## config.mk

```make
export PLATFORM = sky130hd
export DESIGN_NAME = pipe_decode_ctrl
export DESIGN_NICKNAME = d
export VERILOG_FILES = /design/src/rtl/pipe_decode_ctrl.sv
export SDC_FILE = /design/constraint.sdc
export NUM_CORES = 1
export LEC_CHECK = 0
export BUFFER_PORTS_ARGS = -buffer_cell sky130_fd_sc_hd__buf_4
export CAP_MARGIN = 20
export CORE_MARGIN = 2
export CORE_UTILIZATION = 46
export CTS_CLUSTER_SIZE = 40
export DETAILED_ROUTE_END_ITERATION = 10
export GPL_TIMING_DRIVEN = 0
export PLACE_DENSITY_LB_ADDON = 0.2
export REMOVE_ABC_BUFFERS = 1
export SYNTH_ARGS = -nofsm -noshare
export SYNTH_HDL_FRONTEND = slang
export SYNTH_SLANG_ARGS = --single-unit
```

## constraint.sdc

```tcl
create_clock -name clk -period 2.1 [get_ports clk]
set_clock_uncertainty 0.2 [all_clocks]
set_input_delay 0.315 -clock clk [delete_from_list [all_inputs] [get_ports clk]]
set_output_delay 0.315 -clock clk [all_outputs]
set_load 0.02 [all_outputs]
```

## src/rtl/pipe_decode_ctrl.sv

```systemverilog
// RV32I decode stage: instruction decode into the ID/EX control register, load-use
// bubbles, EX flush, and multi-cycle MUL sequencing when `MULDIV_EN is defined.
module pipe_decode_ctrl #(
    parameter int REG_AW     = 5,
    parameter int MD_LATENCY = 4
) (
    input  logic              clk,
    input  logic              rst_n,
    input  logic              id_valid,
    input  logic [31:0]       id_instr,
    output logic              id_ready,
    input  logic              flush,
    output logic              ex_valid,
    output logic              ex_illegal,
    output logic              ex_reg_write,
    output logic              ex_alu_src1,
    output logic              ex_alu_src2,
    output logic [1:0]        ex_result_src,
    output logic [1:0]        ex_mem_write,
    output logic [2:0]        ex_mem_read,
    output logic [2:0]        ex_br_type,
    output logic [3:0]        ex_alu_control,
    output logic [REG_AW-1:0] ex_rd,
    output logic              ex_md_busy
);
    localparam int CNT_W = (MD_LATENCY > 1) ? $clog2(MD_LATENCY) : 1;
    localparam logic [0:0] S_RUN     = 1'b0;
    localparam logic [0:0] S_MD_BUSY = 1'b1;

    typedef struct packed {
        logic              valid;
        logic              illegal;
        logic              reg_write;
        logic              alu_src1;
        logic              alu_src2;
        logic [1:0]        result_src;
        logic [1:0]        mem_write;
        logic [2:0]        mem_read;
        logic [2:0]        br_type;
        logic [3:0]        alu_control;
        logic [REG_AW-1:0] rd;
    } ctrl_t;

    ctrl_t      r_idex_p1;
    logic [0:0] r_state;
    logic [CNT_W-1:0] r_md_cnt;

    ctrl_t      w_dec;
    logic [6:0] w_opcode;
    logic [6:0] w_funct7;
    logic [2:0] w_funct3;
    logic [4:0] w_rd_f;
    logic [4:0] w_rs1_f;
    logic [4:0] w_rs2_f;
    logic       w_rd_used;
    logic       w_rs1_used;
    logic       w_rs2_used;
    logic       w_is_mul;
    logic       w_bad;
    logic       w_hazard;

    assign w_opcode = id_instr[6:0];
    assign w_rd_f   = id_instr[11:7];
    assign w_funct3 = id_instr[14:12];
    assign w_rs1_f  = id_instr[19:15];
    assign w_rs2_f  = id_instr[24:20];
    assign w_funct7 = id_instr[31:25];

    function automatic logic [3:0] alu_op(input logic [2:0] f3, input logic alt);
        case (f3)
            3'b000:  alu_op = alt ? 4'b0001 : 4'b0000;
            3'b001:  alu_op = 4'b1000;
            3'b010:  alu_op = 4'b0101;
            3'b011:  alu_op = 4'b1010;
            3'b100:  alu_op = 4'b0110;
            3'b101:  alu_op = alt ? 4'b1001 : 4'b0111;
            3'b110:  alu_op = 4'b0011;
            default: alu_op = 4'b0010;
        endcase
    endfunction

    always_comb begin
        w_dec      = '0;
        w_rd_used  = 1'b0;
        w_rs1_used = 1'b0;
        w_rs2_used = 1'b0;
        w_is_mul   = 1'b0;
        w_bad      = 1'b0;
        case (w_opcode)
            7'b0110011: begin
                w_rd_used = 1'b1; w_rs1_used = 1'b1; w_rs2_used = 1'b1;
                w_dec.reg_write = 1'b1;
                if (w_funct7 == 7'b0000000)
                    w_dec.alu_control = alu_op(w_funct3, 1'b0);
                else if (w_funct7 == 7'b0100000 && (w_funct3 == 3'b000 || w_funct3 == 3'b101))
                    w_dec.alu_control = alu_op(w_funct3, 1'b1);
`ifdef MULDIV_EN
                else if (w_funct7 == 7'b0000001) begin
                    w_dec.alu_control = 4'b1011;
                    w_is_mul          = 1'b1;
                end
`endif
                else
                    w_bad = 1'b1;
            end
            7'b0010011: begin
                w_rd_used = 1'b1; w_rs1_used = 1'b1;
                w_dec.reg_write = 1'b1;
                w_dec.alu_src2  = 1'b1;
                // Only shift-immediates carry a funct7 field; other I-ALU ops use it as immediate.
                if (w_funct3 == 3'b001)
                    w_bad = (w_funct7 != 7'b0000000);
                else if (w_funct3 == 3'b101)
                    w_bad = (w_funct7 != 7'b0000000) && (w_funct7 != 7'b0100000);
                w_dec.alu_control = alu_op(w_funct3, (w_funct3 == 3'b101) && w_funct7[5]);
            end
            7'b0110111: begin
                w_rd_used = 1'b1;
                w_dec.reg_write   = 1'b1;
                w_dec.alu_src2    = 1'b1;
                w_dec.alu_control = 4'b0100;
            end
            7'b0010111: begin
                w_rd_used = 1'b1;
                w_dec.reg_write = 1'b1;
                w_dec.alu_src1  = 1'b1;
                w_dec.alu_src2  = 1'b1;
            end
            7'b1101111: begin
                w_rd_used = 1'b1;
                w_dec.reg_write  = 1'b1;
                w_dec.alu_src1   = 1'b1;
                w_dec.alu_src2   = 1'b1;
                w_dec.result_src = 2'b10;
                w_dec.br_type    = 3'b111;
            end
            7'b1100111: begin
                w_rd_used = 1'b1; w_rs1_used = 1'b1;
                w_dec.reg_write  = 1'b1;
                w_dec.alu_src2   = 1'b1;
                w_dec.result_src = 2'b10;
                w_dec.br_type    = 3'b111;
                w_bad = (w_funct3 != 3'b000);
            end
            7'b1100011: begin
                w_rs1_used = 1'b1; w_rs2_used = 1'b1;
                w_dec.alu_src1 = 1'b1;
                w_dec.alu_src2 = 1'b1;
                case (w_funct3)
                    3'b000:  w_dec.br_type = 3'b001;
                    3'b001:  w_dec.br_type = 3'b010;
                    3'b100:  w_dec.br_type = 3'b101;
                    3'b101:  w_dec.br_type = 3'b110;
                    3'b110:  w_dec.br_type = 3'b011;
                    3'b111:  w_dec.br_type = 3'b100;
                    default: w_bad = 1'b1;
                endcase
            end
            7'b0100011: begin
                w_rs1_used = 1'b1; w_rs2_used = 1'b1;
                w_dec.alu_src2 = 1'b1;
                case (w_funct3)
                    3'b000:  w_dec.mem_write = 2'b01;
                    3'b001:  w_dec.mem_write = 2'b10;
                    3'b010:  w_dec.mem_write = 2'b11;
                    default: w_bad = 1'b1;
                endcase
            end
            7'b0000011: begin
                w_rd_used = 1'b1; w_rs1_used = 1'b1;
                w_dec.reg_write  = 1'b1;
                w_dec.alu_src2   = 1'b1;
                w_dec.result_src = 2'b01;
                case (w_funct3)
                    3'b000:  w_dec.mem_read = 3'b001;
                    3'b001:  w_dec.mem_read = 3'b010;
                    3'b010:  w_dec.mem_read = 3'b000;
                    3'b100:  w_dec.mem_read = 3'b011;
                    3'b101:  w_dec.mem_read = 3'b100;
                    default: w_bad = 1'b1;
                endcase
            end
            default: w_bad = 1'b1;
        endcase
        // Register indices beyond the implemented file (RV32E) make the instruction illegal.
        if ((w_rd_used  && ((w_rd_f  >> REG_AW) != 5'd0)) ||
            (w_rs1_used && ((w_rs1_f >> REG_AW) != 5'd0)) ||
            (w_rs2_used && ((w_rs2_f >> REG_AW) != 5'd0)))
            w_bad = 1'b1;
        w_dec.rd    = w_rd_used ? w_rd_f[REG_AW-1:0] : '0;
        w_dec.valid = 1'b1;
        if (w_bad) begin
            w_dec         = '0;
            w_dec.valid   = 1'b1;
            w_dec.illegal = 1'b1;
            w_rs1_used    = 1'b0;
            w_rs2_used    = 1'b0;
            w_is_mul      = 1'b0;
        end
    end

    assign w_hazard = id_valid && r_idex_p1.valid && (r_idex_p1.result_src == 2'b01) &&
                      (r_idex_p1.rd != '0) &&
                      ((w_rs1_used && (r_idex_p1.rd == w_rs1_f[REG_AW-1:0])) ||
                       (w_rs2_used && (r_idex_p1.rd == w_rs2_f[REG_AW-1:0])));

    assign id_ready = rst_n && !flush && (r_state == S_RUN) && !w_hazard;

    // ID/EX control register (p1)
    always_ff @(posedge clk or negedge rst_n) begin
        if (!rst_n) begin
            r_idex_p1 <= '0;
            r_state   <= S_RUN;
            r_md_cnt  <= '0;
        end else if (flush) begin
            r_idex_p1 <= '0;
            r_state   <= S_RUN;
            r_md_cnt  <= '0;
        end else if (r_state == S_MD_BUSY) begin
            r_md_cnt <= r_md_cnt - CNT_W'(1);
            if (r_md_cnt == CNT_W'(1))
                r_state <= S_RUN;
        end else if (id_valid && id_ready) begin
            r_idex_p1 <= w_dec;
            if (w_is_mul && (MD_LATENCY > 1)) begin
                r_state  <= S_MD_BUSY;
                r_md_cnt <= CNT_W'(MD_LATENCY - 1);
            end
        end else begin
            r_idex_p1 <= '0;
        end
    end

    assign ex_valid       = r_idex_p1.valid;
    assign ex_illegal     = r_idex_p1.illegal;
    assign ex_reg_write   = r_idex_p1.reg_write;
    assign ex_alu_src1    = r_idex_p1.alu_src1;
    assign ex_alu_src2    = r_idex_p1.alu_src2;
    assign ex_result_src  = r_idex_p1.result_src;
    assign ex_mem_write   = r_idex_p1.mem_write;
    assign ex_mem_read    = r_idex_p1.mem_read;
    assign ex_br_type     = r_idex_p1.br_type;
    assign ex_alu_control = r_idex_p1.alu_control;
    assign ex_rd          = r_idex_p1.rd;
    assign ex_md_busy     = (r_state == S_MD_BUSY);

endmodule

```

# ---- Yosys cells after proc, flatten, opt, wreduce, memory -nomap -nowiden
# Index checks and enable logic that the tools add are counted.
# Widths: inputs -> output; s select.
dict set report classes {
  add_sub_neg 1
  n_eq_ne 23
  n_mux 40
  bitwise_logic 1
  n_reduce_logical 33
}
# cell count
set ops {}
lappend ops {{$pmux 4 s7} 3}
lappend ops {{$mux 24} 3}
lappend ops {{$eq 7x6->1 const B} 4}
lappend ops {{$mux 23} 1}
lappend ops {{$eq 7x7->1 const B} 3}
lappend ops {{$mux 1} 18}
lappend ops {{$pmux 3 s6} 1}
lappend ops {{$eq 7x5->1 const B} 2}
lappend ops {{$logic_and 1x1->1} 13}
lappend ops {{$eq 3x3->1 const B} 4}
lappend ops {{$mux 4} 3}
lappend ops {{$pmux 3 s4} 1}
lappend ops {{$pmux 4 s3} 1}
lappend ops {{$reduce_or 3->1} 4}
lappend ops {{$reduce_or 6->1} 2}
lappend ops {{$eq 5x5->1} 2}
lappend ops {{$reduce_or 8->1} 1}
lappend ops {{$eq 7x2->1 const B} 1}
lappend ops {{$logic_not 7->1} 1}
lappend ops {{$ne 7x6->1 const B} 1}
lappend ops {{$pmux 1 s7} 1}
lappend ops {{$reduce_bool 7->1} 1}
lappend ops {{$reduce_or 7->1} 1}
lappend ops {{$eq 3x2->1 const B} 2}
lappend ops {{19 further kinds} 24}
dict set report word_totals {
  register_bits 27
  in_bits 36
}

# ---- Depth between registers and ports, before layout
dict set report depth {
  depth_word 16
  depth_mapped 8
  mapped_depth_nobuf 6
}

# ---- Worst setup path after synthesis
# Ideal clock, no wire load.
dict set report synth_timing {
  path_kind {input port to output port}
  startpoint {input port id_instr[2]}
  endpoint {output port id_ready}
  arrival_ps 2011
  required_time_ps 1585
  setup_slack_ps -426
  stages 7
  cell_sequence {buf_6 > nand4bb_4 > or3b_4 > a2111oi_4 > a211oi_2 > and3b_1 > nor2_1}
}
dict set report synth_between {
  elab_chain_cells 9
}
# element line_no
set synth_rtl {}
lappend synth_rtl {{start: declaration} 10} ;# input logic [31:0] id_instr,
lappend synth_rtl {{$eq 7x7->1 (tied with other cells)} 89} ;# case (w_opcode)
lappend synth_rtl {{$reduce_or 3->1 (no source line) / $reduce_or 6->1 (equally long branches)} -}
lappend synth_rtl {{$pmux 1 s7 / $mux 1 (equally long branches)} 89}
lappend synth_rtl {{$mux 1} 192} ;# if (w_bad) begin
lappend synth_rtl {{$logic_and 1x1->1 (on tied branches)} {204, 205}}
lappend synth_rtl {{$logic_or 1x1->1 *} 204} ;# ((w_rs1_used && (r_idex_p1.rd == w_rs1_f[REG_AW-1:0])) ||
lappend synth_rtl {{$logic_and 1x1->1 *} 203} ;# (r_idex_p1.rd != '0) &&
lappend synth_rtl {{$logic_not 1->1 *} 207} ;# assign id_ready = rst_n && !flush && (r_state == S_RUN) && !w_hazard;
lappend synth_rtl {{$logic_and 1x1->1 *} 207}
lappend synth_rtl {{end: declaration} 11} ;# output logic id_ready,
# Mark *: on every way between the ends. The rest lies on a longest branch, timed or not.

# ---- Worst setup path in the final report
# Same ends and word-level chain as after synthesis.

==> metrics <==
Synth Area per Inst=8.590 um^2; Crit Path Max Fanout=11; fill count=between 300 and 400; post-route clock period utilization=118.9%; RSZ-0062 raised after global routing=yes; final wirelength=between 4000 and 5000 um; GP Congestion=0.8882; Crit-path slowest cell=or3b_4; Mapped Area=1856 um^2; pre-CTS WS=-0.9599 ns; crit path DAT=1.98 ns; GR Overflow Total=0; fin area=2505 um^2; post-route ant nets=0; maximum clock frequency=400.7 MHz; Clock Latency Late Sink=0.28 ns; R2R depth=5; CTS tree=yes; CP startpoint kind=primary input; top_reg_cell synth=dfrtp_1; Crit path max-delay family=simple AND/OR/NAND/NOR gates; post-synthesis sequential area ratio=a little over a third; largest cells by area after synthesis=dfrtp_1, nand2_1, o31ai_1; die width=just under 70 um; worst r2r src=ex_rd[1]$_DFFE_PN0P_; antenna cells=0; Crit path top cell by count=buf_4; total number of vias=about 1.8k; critical path class=in2out; critical path, cell by cell=buf_4, nand4bb_4, or3b_4, a2111oi_4, a211oi_4, and3b_2, nor2_1, buf_4; vias in the first global route=around 1.7k; EDFF count, synth=0; placed instance area=2316 um^2; drt via density=5.532; CTS HTree Levels=1; GRT Total Usage=22.41%; synth cell count leaders=nand2_1, dfrtp_1, nor2_1, o31ai_1, inv_1; post-synthesis sequential element count=27; Clock Tree Buf Depth=2; Worst slew margin=62.57%; 1st-iter DRT viols=100; Initial Util=47.06%; Final #Nets=317; Hold Path Class=in2reg; Worst Min Path Start=flush; Detail Placement HPWL=about 3500 um; Clock Root Buffer=clkbuf_8; WP depth=8; Port Buffers=61; Synth-to-Final Area Change=35.00%; Initial DRT Pass Iterations=4; Worst Setup SP=id_instr[2]; Pwr Density=413.3 nW/um^2; DR DRC count=0; largest net degree at the start of global routing=28; WP buf/inv=2; Routed wire per std cell=14.71 um; initial antenna violation count=0; Synth cell types=49; failing checks=setup timing; num rows=23; Setup violations, final=22; Pleak=1.148 nW; Num CTS Buffers=3; area fraction of the dominant cell type after synthesis=36.41%; CP max stage delay=0.44 ns; worst ir drop on vdd=0.2456 mV; data required time at the worst endpoint=about 1.6 ns; Synth area leader=dfrtp_1; CTS sink count=27; Final Slew Violations=0; status=complete, but fails checks; I/O pin count=62; clock-pin slew on the worst setup and hold paths=0.09 ns; Max-cap violations=0; shortest period the worst path allows=2.496 ns; Final Hold Violating Endpoints=0; Synth Warn #=0; setup ws final=-0.3959 ns; Critical Path End Type=primary output; layout cells sized above 1=36.56%; Async S/R FF share, synth=100.0%; core area=3943 um^2; WHS Path Cells=2; count leader, synth=nand2_1; first-pass GRT wire length=between 7000 and 8000 um; Slew @ Worst Pin=about 0.56 ns; Post-Syn Instances=216; die height=67.51 um; die area=4558 um^2
## sequential cells by signal, summed over array words and instances, names as in the netlist, 2 cells and up
register and cells:
ex_result_src 2, ex_br_type 3, ex_alu_control 4, ex_mem_write 2, r_md_cnt 2, ex_rd 5, ex_mem_read 3
## routing by layer
metal  routed length [um]  up-vias  track usage [%]
li1                     -      893                -
met4                   66        0            6.888
met2                 2422       63            37.99
met5                    0        -                0
met1                 2081      857            28.97
met3                  267        7            3.833
## per-stage QoR
stage	setup TNS, ns	total power [W]	utilization [%]	std cells	hold WS (ns)
CTS	-4.263	0.001037	63.06	328	0.01365
finish	-4.024	0.001035	63.54	329	0.01192
detailed placement	-18.01	0.0007204	58.74	316	0.05871
global route	-6.866	0.001085	63.54	329	0.006941
floorplan	-5.137	0.0006107	-	204	-0.1806
global placement	-16.76	0.0007190	58.39	315	0.05586
## logic make-up (layout without fill, tap and decap cells)
group / after synthesis / in the layout / synth area share (%)
XOR/XNOR: 13 / 13 / 6.136
AND/OR/NAND/NOR: 92 / 92 / 26.16
AO/OA/AOI/OAI: 58 / 58 / 23.33
adder cells (fa/ha/maj): 1 / 1 / 0.6742
flip-flops: 27 / 27 / 36.41
multiplexers: 2 / 2 / 1.079
buffers and inverters: 23 / 86 / 6.203
## placed cells by master (no fill, tap or decap), drive strengths merged, types with 2 or more instances in the layout
cell type and count:
inv 11, a22oi 2, a2111oi 2, nor2b 4, nor2 18, nor4 3
mux2i 2, nand2 37, buf 70, nand4 2, nand3b 2, a211o 2
dfrtp 27, nand2b 2, o21ai 21, nand4bb 2, nor3 4, nand3 5
nand4b 3, or2 2, or3b 2, clkbuf 4, o31ai 12, a31oi 3
xor2 8, a21oi 8, xnor2 5
## worst paths after layout
| path | slack [ns] | end |
|---|---|---|
| max in group asynchronous | 1.20 | ex_rd[3]$_DFFE_PN0P_ |
| min in group asynchronous | 0.33 | ex_md_busy$_DFF_PN0_ |
| setup reg to reg | -0.30 | ex_rd[2]$_DFFE_PN0P_ |
| hold reg to reg | 0.28 | ex_br_type[0]$_DFFE_PN0P_ |
| hold / removal | 0.01 | r_md_cnt[0]$_DFFE_PN0P_ |
| setup / recovery | -0.40 | id_ready |
## where the power goes
part | switching (W) | internal, W
clock | 0.000169 | 0.000136
sequential | 0.00000134 | 0.000521
combinational | 0.000113 | 0.0000937
total | 0.000284 | 0.000751
## final cells by class
cell class | instances | area, um^2 | area share (%)
Multi-Input combinational cell | 166 | 1122 | 44.81
Sequential cell | 27 | 678.2 | 27.07
Timing Repair Buffer | 71 | 555.5 | 22.18
Tap cell | 50 | 62.56 | 2.498
Clock buffer | 4 | 45.04 | 1.798
Inverter | 11 | 41.29 | 1.648
## what timing repair did
| action | 4_1_cts | 5_1_grt |
|---|---|---|
| setup endpoints to repair | 24 | 24 |
| hold buffers | 2 | 0 |
| resized for setup | 11 | 2 |
| endpoints found under the hold margin | 27 | 0 |
| buffers inserted | 6 | 1 |
| cloned | 0 | 0 |
| pin swaps | 19 | 2 |
(Power assumes the default switching activity.)
